<file path="src/rtl/div_ctrl_if.sv">
// Bundle of request, response and divider-IP signals between the execute
// stage and the division sequencing controller.
interface div_ctrl_if #(
  parameter int XLEN = 32
);
  logic            req_valid;
  logic [1:0]      req_op;
  logic [XLEN-1:0] req_a;
  logic [XLEN-1:0] req_b;
  logic [4:0]      req_tag;
  logic            flush;
  logic            busy;
  logic            resp_valid;
  logic [XLEN-1:0] resp_data;
  logic [4:0]      resp_tag;
  logic            ip_valid;
  logic [XLEN-1:0] ip_dividend;
  logic [XLEN-1:0] ip_divisor;
  logic [XLEN-1:0] ip_quotient;
  logic [XLEN-1:0] ip_remainder;

  // master: pipeline plus divider IP; slave: the controller
  modport master (
    output req_valid, req_op, req_a, req_b, req_tag, flush,
           ip_quotient, ip_remainder,
    input  busy, resp_valid, resp_data, resp_tag,
           ip_valid, ip_dividend, ip_divisor
  );

  modport slave (
    input  req_valid, req_op, req_a, req_b, req_tag, flush,
           ip_quotient, ip_remainder,
    output busy, resp_valid, resp_data, resp_tag,
           ip_valid, ip_dividend, ip_divisor
  );
endinterface

</file>
<file path="src/rtl/div_ctrl.sv">
// RV32M divide/remainder sequencer around a fixed-latency unsigned divider:
// special-case handling, magnitude conversion, latency count, sign fix-up.
module div_ctrl #(
  parameter int XLEN    = 32,
  parameter int LATENCY = 10
) (
  input logic       clk,
  input logic       rst,
  div_ctrl_if.slave bus
);

  localparam int CW = $clog2(LATENCY) + 1;
  localparam logic [XLEN-1:0] INT_MIN  = {1'b1, {(XLEN-1){1'b0}}};
  localparam logic [XLEN-1:0] ALL_ONES = {XLEN{1'b1}};

  typedef enum logic [1:0] {IDLE, ISSUE, WAIT, DONE} state_t;

  state_t          state, state_nxt;
  logic [CW-1:0]   cnt;
  logic            rem_q;
  logic            neg_q_q;
  logic            neg_r_q;
  logic [4:0]      tag_q;
  logic [4:0]      rtag_q;
  logic [XLEN-1:0] dvd_q;
  logic [XLEN-1:0] dvs_q;
  logic [XLEN-1:0] res_q;

  logic            accept;
  logic            is_signed;
  logic            is_rem;
  logic            special;
  logic [XLEN-1:0] special_res;
  logic [XLEN-1:0] mag_a;
  logic [XLEN-1:0] mag_b;
  logic            cnt_zero;
  logic [XLEN-1:0] ip_res;
  logic [XLEN-1:0] final_res;

  function automatic logic [XLEN-1:0] neg2c(input logic [XLEN-1:0] v);
    return (~v) + XLEN'(1);
  endfunction

  // Operand decode and special-case result, evaluated on the request bus
  always_comb begin
    is_signed   = ~bus.req_op[0];
    is_rem      = bus.req_op[1];
    accept      = (state == IDLE) && bus.req_valid && !bus.flush;
    special     = 1'b0;
    special_res = '0;
    if (bus.req_b == '0) begin
      special     = 1'b1;
      special_res = is_rem ? bus.req_a : ALL_ONES;
    end else if (is_signed && bus.req_a == INT_MIN && bus.req_b == ALL_ONES) begin
      special     = 1'b1;
      special_res = is_rem ? '0 : bus.req_a;
    end
    mag_a = (is_signed && bus.req_a[XLEN-1]) ? neg2c(bus.req_a) : bus.req_a;
    mag_b = (is_signed && bus.req_b[XLEN-1]) ? neg2c(bus.req_b) : bus.req_b;
  end

  // IP result selection and sign correction
  always_comb begin
    cnt_zero  = (cnt == '0);
    ip_res    = rem_q ? bus.ip_remainder : bus.ip_quotient;
    final_res = ip_res;
    if (rem_q ? neg_r_q : neg_q_q)
      final_res = neg2c(ip_res);
  end

  always_comb begin
    state_nxt = state;
    case (state)
      IDLE:    if (accept) state_nxt = special ? DONE : ISSUE;
      ISSUE:   state_nxt = WAIT;
      WAIT:    if (cnt_zero) state_nxt = DONE;
      DONE:    state_nxt = IDLE;
      default: state_nxt = IDLE;
    endcase
    if (bus.flush && state != IDLE)
      state_nxt = IDLE;
  end

  always_ff @(posedge clk) begin
    if (rst) begin
      state   <= IDLE;
      cnt     <= '0;
      rem_q   <= 1'b0;
      neg_q_q <= 1'b0;
      neg_r_q <= 1'b0;
      tag_q   <= '0;
      rtag_q  <= '0;
      dvd_q   <= '0;
      dvs_q   <= '0;
      res_q   <= '0;
    end else begin
      state <= state_nxt;
      if (accept) begin
        rem_q   <= is_rem;
        neg_q_q <= is_signed && (bus.req_a[XLEN-1] ^ bus.req_b[XLEN-1]);
        neg_r_q <= is_signed && bus.req_a[XLEN-1];
        tag_q   <= bus.req_tag;
        if (special) begin
          res_q  <= special_res;
          rtag_q <= bus.req_tag;
        end else begin
          dvd_q <= mag_a;
          dvs_q <= mag_b;
        end
      end
      // ISSUE -> WAIT: counter reaches zero in the cycle the IP result is valid
      if (state == ISSUE)
        cnt <= CW'(LATENCY - 1);
      else if (state == WAIT && !cnt_zero)
        cnt <= cnt - CW'(1);
      // WAIT -> DONE: capture and sign-correct the IP output
      if (state == WAIT && cnt_zero && !bus.flush) begin
        res_q  <= final_res;
        rtag_q <= tag_q;
      end
    end
  end

  assign bus.busy        = (state != IDLE);
  assign bus.resp_valid  = (state == DONE) && !bus.flush;
  assign bus.resp_data   = res_q;
  assign bus.resp_tag    = rtag_q;
  assign bus.ip_valid    = (state == ISSUE);
  assign bus.ip_dividend = dvd_q;
  assign bus.ip_divisor  = dvs_q;

endmodule

</file>
<file path="src/flat_wrapper.sv">
// flat-port wrapper written by rule: the top's interface ports become plain ports
module div_ctrl_flat 
#(
  parameter int XLEN    = 32,
  parameter int LATENCY = 10
)
  (clk, rst, bus_req_valid, bus_req_op, bus_req_a, bus_req_b, bus_req_tag, bus_flush, bus_ip_quotient, bus_ip_remainder, bus_busy, bus_resp_valid, bus_resp_data, bus_resp_tag, bus_ip_valid, bus_ip_dividend, bus_ip_divisor);
  div_ctrl_if #(.XLEN(XLEN)) bus_i ();
  input logic clk;
  input logic rst;
  input wire logic [$bits(bus_i.req_valid)-1:0] bus_req_valid;
  input wire logic [$bits(bus_i.req_op)-1:0] bus_req_op;
  input wire logic [$bits(bus_i.req_a)-1:0] bus_req_a;
  input wire logic [$bits(bus_i.req_b)-1:0] bus_req_b;
  input wire logic [$bits(bus_i.req_tag)-1:0] bus_req_tag;
  input wire logic [$bits(bus_i.flush)-1:0] bus_flush;
  input wire logic [$bits(bus_i.ip_quotient)-1:0] bus_ip_quotient;
  input wire logic [$bits(bus_i.ip_remainder)-1:0] bus_ip_remainder;
  output wire logic [$bits(bus_i.busy)-1:0] bus_busy;
  output wire logic [$bits(bus_i.resp_valid)-1:0] bus_resp_valid;
  output wire logic [$bits(bus_i.resp_data)-1:0] bus_resp_data;
  output wire logic [$bits(bus_i.resp_tag)-1:0] bus_resp_tag;
  output wire logic [$bits(bus_i.ip_valid)-1:0] bus_ip_valid;
  output wire logic [$bits(bus_i.ip_dividend)-1:0] bus_ip_dividend;
  output wire logic [$bits(bus_i.ip_divisor)-1:0] bus_ip_divisor;
  assign bus_i.req_valid = bus_req_valid;
  assign bus_i.req_op = bus_req_op;
  assign bus_i.req_a = bus_req_a;
  assign bus_i.req_b = bus_req_b;
  assign bus_i.req_tag = bus_req_tag;
  assign bus_i.flush = bus_flush;
  assign bus_i.ip_quotient = bus_ip_quotient;
  assign bus_i.ip_remainder = bus_ip_remainder;
  assign bus_busy = bus_i.busy;
  assign bus_resp_valid = bus_i.resp_valid;
  assign bus_resp_data = bus_i.resp_data;
  assign bus_resp_tag = bus_i.resp_tag;
  assign bus_ip_valid = bus_i.ip_valid;
  assign bus_ip_dividend = bus_i.ip_dividend;
  assign bus_ip_divisor = bus_i.ip_divisor;
  div_ctrl #(.XLEN(XLEN), .LATENCY(LATENCY)) u_core (.clk(clk), .rst(rst), .bus(bus_i));
endmodule
</file>
<file path="config.mk">
export PLATFORM = sky130hd
export DESIGN_NAME = div_ctrl_flat
export DESIGN_NICKNAME = d
export VERILOG_FILES = /design/src/rtl/div_ctrl_if.sv /design/src/rtl/div_ctrl.sv /design/src/flat_wrapper.sv
export SDC_FILE = /design/constraint.sdc
export NUM_CORES = 1
export LEC_CHECK = 0
export BUFFER_PORTS_ARGS = -buffer_cell sky130_fd_sc_hd__buf_2
export CELL_PAD_IN_SITES_DETAIL_PLACEMENT = 2
export CELL_PAD_IN_SITES_GLOBAL_PLACEMENT = 2
export CORE_MARGIN = 5
export CORE_UTILIZATION = 30
export CTS_CLUSTER_DIAMETER = 30
export DETAILED_ROUTE_END_ITERATION = 6
export PLACE_DENSITY = 0.91
export SETUP_SLACK_MARGIN = 0.5
export SLEW_MARGIN = 20
export SYNTH_ARGS = -nofsm -noshare
export SYNTH_HDL_FRONTEND = slang
export SYNTH_SLANG_ARGS = --single-unit
</file>
<file path="constraint.sdc">
create_clock -name clk -period 4.35 [get_ports clk]
set_input_delay 0.87 -clock clk [delete_from_list [all_inputs] [get_ports clk]]
set_output_delay 0.87 -clock clk [all_outputs]
set_load 0.1 [all_outputs]
</file>
# [Word-level counts from Yosys, hierarchy flattened]
# Index checks and enable logic that the tools add are counted.
[word_totals] register_bits=116 in_bits=139 output_inout_bits=104 wordCells=77
[op_classes] n_addsub=4 eq_ne=7 n_mux=23 bitwise_logic=6 reduce_logical=26
[op_table] cell="32-bit 2-to-1 mux" count=11
[op_table] cell="32-bit by 1-bit adder with 32-bit output, second input constant" count=3
[op_table] cell="32-bit NOT" count=3
[op_table] cell="32-bit == test, second input constant" count=2
[op_table] cell="32-bit zero test" count=1
[op_table] cell="5-bit 2-to-1 mux" count=3
[op_table] cell="1-bit logical AND" count=12
[op_table] cell="4-bit 2-to-1 mux" count=2
[op_table] cell="2-bit one-hot mux with 4 select lines" count=1
[op_table] cell="2-bit nonzero test" count=4
[op_table] cell="2-bit 2-to-1 mux" count=3
[op_table] cell="2-bit AND reduction" count=3
[op_table] cell="5-bit zero test" count=1
[op_table] cell="5-bit by 1-bit subtractor with 5-bit output, second input constant" count=1
[op_table] cell="2-bit == test, second input constant" count=2
[op_table] cell="2-bit by 1-bit inequality test with 1-bit output, second input constant" count=2
[op_table] cell="2-bit OR reduction" count=2
[op_table] cell="1-bit 2-to-1 mux" count=3
[op_table] cell="2-bit by 1-bit == test with 1-bit output, second input constant" count=1
[op_table] cell="1-bit zero test" count=2
[op_table] cell="2-bit zero test" count=1
[op_table] cell="1-bit NOT" count=2
[op_table] cell="1-bit XOR" count=1

# [Depth between registers and ports, before layout]
[logic_depth] ltp_word=8 ltp_mapped=13

# [Worst setup path after synthesis]
# OpenSTA, ideal clock, no wires.
[synth_timing] path_kind="input to register" startpoint="input port bus_req_b[21]" endpoint="register u_core.dvs_q[10], in the netlist u_core.bus.ip_divisor[10]" arrival_ps=3333 required_time_ps=4204 setup_slack_ps=871 path_stages=10 path_buffers=4 cell_sequence="or4_4 > or4b_4 > or4_4 > buf_6 > and3_1 > clkbuf_2 > buf_6 > buf_2 > nor2_1 > a211oi_2"
[synth_between] elab_chain_cells=6
[synth_rtl] element="from (decl)" line="flat_wrapper.sv:14" rtl="input wire logic [$bits(bus_i.req_b)-1:0] bus_req_b;"
[synth_rtl] element="32-bit == test" line="div_ctrl.sv:54" rtl="end else if (is_signed && bus.req_a == INT_MIN && bus.req_b == ALL_ONES) begin"
[synth_rtl] element="1-bit logical AND" line="div_ctrl.sv:54"
[synth_rtl] element="1-bit 2-to-1 mux" line="div_ctrl.sv:54"
[synth_rtl] element="1-bit 2-to-1 mux (*)" line="div_ctrl.sv:51" rtl="if (bus.req_b == '0) begin"
[synth_rtl] element="1-bit NOT (no source line) (*)"
[synth_rtl] element="2-bit AND reduction (no source line) (*)"
[synth_rtl] element="to (signal assigned)" line="div_ctrl.sv:108" rtl="dvs_q <= mag_b;"
[synth_rtl] element="to (decl)" line="div_ctrl.sv:26" rtl="logic [XLEN-1:0] dvs_q;"
# Every way passes the cells marked *; elsewhere a longest branch is shown, timed or not.
# A chain may end at the register's enable or synchronous reset.

# [Worst setup path in the final report]
[layout_timing] startpoint="input port bus_req_b[21]" endpoint="register u_core.res_q[13], in the netlist u_core.bus.resp_data[13]"
[layout_between] elab_chain_cells=7
[layout_rtl] element="32-bit == test" line="div_ctrl.sv:54"
[layout_rtl] element="1-bit logical AND" line="div_ctrl.sv:54"
[layout_rtl] element="32-bit 2-to-1 mux" line="div_ctrl.sv:54"
[layout_rtl] element="32-bit 2-to-1 mux" line="div_ctrl.sv:51"
[layout_rtl] element="32-bit 2-to-1 mux" line="div_ctrl.sv:103" rtl="if (special) begin"
[layout_rtl] element="32-bit 2-to-1 mux" line="div_ctrl.sv:98" rtl="if (accept) begin"
[layout_rtl] element="32-bit 2-to-1 mux" line="div_ctrl.sv:117" rtl="if (state == WAIT && cnt_zero && !bus.flush) begin"
[layout_rtl] element="to (signal assigned)" line="div_ctrl.sv:104" rtl="res_q <= special_res;"
[layout_rtl] element="to (signal assigned)" line="div_ctrl.sv:118" rtl="res_q <= final_res;"
[layout_rtl] element="to (decl)" line="div_ctrl.sv:27" rtl="logic [XLEN-1:0] res_q;"
# Parallel ways exist; a longest one is shown, timed or not. The select of a mux whose other input is x is not followed.

==> flow_metrics.py <==
metrics = {
    "floorplanning": {
        "start_util_pct": 30.4,
        "coreArea_um2": 25200,
        "chipHeight_um": 170,
        "pin_count": 243,
        "rows": 58,
        "die_area_um2": 28800,
        "die_w_um": 170,
    },
    "layout": {
        "multi_input_comb_area_um2": 4990,
        "seq_area_um2": 2320,
        "drive_gt1_share_pct": 33.4,
        "nNetsFinal": 1293,
        "fin_cells": 1488,
        "nFillCells": 2880,
        "area_growth_pct": 28.1,
    },
    "logic_synthesis": {
        "synthFlopType": "dfxtp_1",
        "synthSimpleGateAreaFrac_pct": 22.4,
        "synth_adder_area_share_pct": 1.63,
        "netlist.area_leader.share_pct": 30.3,
        "synthMuxAreaShare_pct": 4.66,
        "netlist_instances": 917,
        "synth_top_family_by_area": "compound AO/OA/AOI/OAI gates",
        "async_flop_share_pct": 0,
        "synth.cell_area_um2": 7660,
        "yosysMostFrequentCell": "nor2_1",
        "synth_top_area_cell": "dfxtp_1",
        "synth_xor_area_share_pct": 9.83,
        "syn_area_per_cell_um2": 8.35,
        "synth_edf_count": 0,
        "synth_compound_area_share_pct": 26.4,
        "ys_types": 70,
        "ys_seq_area_share_pct": 30.3,
        "synth_common_cells": "132 x nor2_1, 116 x dfxtp_1, 70 x nand2_1",
        "synth_seq_cells": 116,
        "yosys_warnings": 0,
        "synth_nets": 1066,
        "synthTopCellsByArea": "dfxtp_1 30%, a211oi_2 9.0%, nor2_1 6.5%, xnor2_1 4.9%, xor2_1 4.9%",
    },
    "clock_tree": {
        "cts_setup_buffers": 0,
        "cts-root-buf": "clkbuf_16",
        "cts_sinks": 116,
        "cts_resized": 0,
        "cts_max_path_buffers": 2,
        "ctsHoldBuffers": 0,
        "cts_made_buffers": 17,
        "cts_tree": "done",
        "clk_pin_slew_ps": 60,
        "htree_levels": 4,
        "clk_latency_ps": 430,
    },
    "timing": {
        "post-route-min-period_ps": 3720,
        "fin_setup_tns_ps": 0,
        "worst_slew_pin_slew_ps": 942,
        "slew_violations": 0,
        "maxSlewHeadroom_pct": 35.9,
        "period_share_pct": 85.5,
        "skew_ps": 6.71,
        "hold_viol": 0,
        "max_freq_mhz": 269,
        "setup-violations-final": 0,
        "rsz0062_at_grt": "false",
    },
    "critical_path": {
        "cp.arrival_ps": 4010,
        "crit_type": "in2reg",
        "required_ps": 4650,
        "start_kind": "input pin",
        "cp_max_fo": 21,
        "setup.worst_path.end_class": "flop",
    },
    "detailed_routing": {
        "drc": 0,
        "drtPass1Iterations": 5,
        "vias": 8291,
        "viasPerCell": 5.57,
        "met2WireLength_um": 17300,
        "wl_per_cell_um": 22.5,
        "drtAntennaViolNets": 0,
        "wl_met3_um": 1630,
        "top_layer_used": "met5",
        "drt_iter0_drc": 502,
        "drt-met1-wl_um": 13600,
        "routed_wl_um": 33400,
    },
    "place": {
        "place.port_buffers": 242,
        "dp_hpwl_um": 25300,
        "place_inst": 1452,
        "place.gp.congestion": 0.816,
    },
    "power": {
        "finalPower_mw": 5.03,
        "p_leak_nw": 3.73,
        "powerDensity_nw_per_um2": 513,
        "peakVddDrop_uv": 398,
    },
    "grt": {
        "grt_usage_pct": 22.5,
        "grt_pass1_wl_um": 51100,
        "grt_pass1_vias": 9148,
        "overflow": 0,
        "antenna_found_initial": 3,
        "grt_max_degree": 52,
    },
    "status": {
        "outcome": "complete, no violations",
    },
    "worst_hold_path": {
        "hold_class": "reg2reg",
    },
    "job": {
        "maxCapViolCount": 0,
    },
}
[flip-flops by register name, summed over array words and instances, names as in the netlist, 2 cells and up]
register / count
u_core.state: 2
u_core.tag_q: 5
u_core.cnt: 5
u_core.bus.ip_dividend: 32
u_core.bus.resp_data: 32
u_core.bus.ip_divisor: 32
u_core.bus.resp_tag: 5
[final timing paths]
kind / start / to / slack (ps) / depth (start not counted)
max: bus_req_b[21] / u_core.bus.resp_data[13] / 630 / 8
min: u_core.tag_q[0] / u_core.tag_q[0] / 460 / 2
max reg2reg: u_core.rem_q / u_core.bus.resp_data[23] / 900 / 8
min reg2reg: u_core.tag_q[0] / u_core.tag_q[0] / 460 / 2
[critical path, cell delays in order]
cell and delay (ps):
buf_2 130, or4_4 560, or4b_4 580, or4_4 600, o41a_4 180, nor2_4 340
o21ai_0 290, a311oi_1 450
[metrics by stage]
stage | utilization [%] | cell area, um^2 | setup WS [ps] | hold WS (ps)
after floorplan | - | 7660 | 871 | 437
after global placement | 36.5 | 9190 | 504 | 438
after detailed placement | 36.5 | 9190 | 367 | 453
after CTS | 38.8 | 9780 | 557 | 461
after global routing | 39.0 | 9810 | 549 | 485
final | 39.0 | 9810 | 630 | 458
[per-layer routing]
metal,global-route usage [%],up-vias
li1,-,3827
met1,26.4,4127
met2,41.0,269
met3,4.10,64
met4,7.74,4
met5,0,-
[power by group]
group	internal (mW)	switching, mW
Sequential	1.22	0.106
Combinational	0.513	1.74
Clock	0.892	0.559
Total	2.62	2.41
[cell usage in the layout (no fill, tap or decap), drive strengths merged, types with 3 or more instances in the layout]
| master | count |
|---|---|
| nand2b | 8 |
| ha | 10 |
| o211ai | 6 |
| nand3b | 4 |
| nor4b | 6 |
| nor3 | 27 |
| or3 | 10 |
| o41ai | 7 |
| and3 | 7 |
| and4 | 3 |
| bufinv | 3 |
| a31oi | 20 |
| a211oi | 57 |
| xnor2 | 43 |
| a311oi | 19 |
| nand2 | 70 |
| o21a | 3 |
| nor4 | 15 |
| buf | 268 |
| nor3b | 11 |
| inv | 12 |
| nor2b | 8 |
| a2111oi | 3 |
| or3b | 4 |
| clkinv | 6 |
| a41oi | 4 |
| nand4 | 9 |
| mux2 | 5 |
| or4 | 10 |
| nor2 | 134 |
| or2 | 4 |
| o21ai | 56 |
| clkbuf | 17 |
| mux2i | 30 |
| xor2 | 43 |
| clkinvlp | 6 |
| dfxtp | 116 |
| o31ai | 15 |
| a21oi | 42 |
| nand3 | 11 |
[cell type report]
cell class	count	area share, %
Clock buffer	17	4.34
Antenna cell	1	0.0255
Multi-Input combinational cell	729	50.9
Inverter	12	0.459
Tap cell	330	4.21
Timing Repair Buffer	268	14.7
Sequential cell	116	23.7
Clock inverter	15	1.68
[cells by family after synthesis]
kind of cell / count (synthesis)
flip-flops: 116
multiplexers: 35
buffers and inverters: 72
AND/OR/NAND/NOR: 346
AO/OA/AOI/OAI: 252
adder cells (fa/ha/maj): 10
XOR/XNOR: 86
Power figures use the tool's default switching activity.
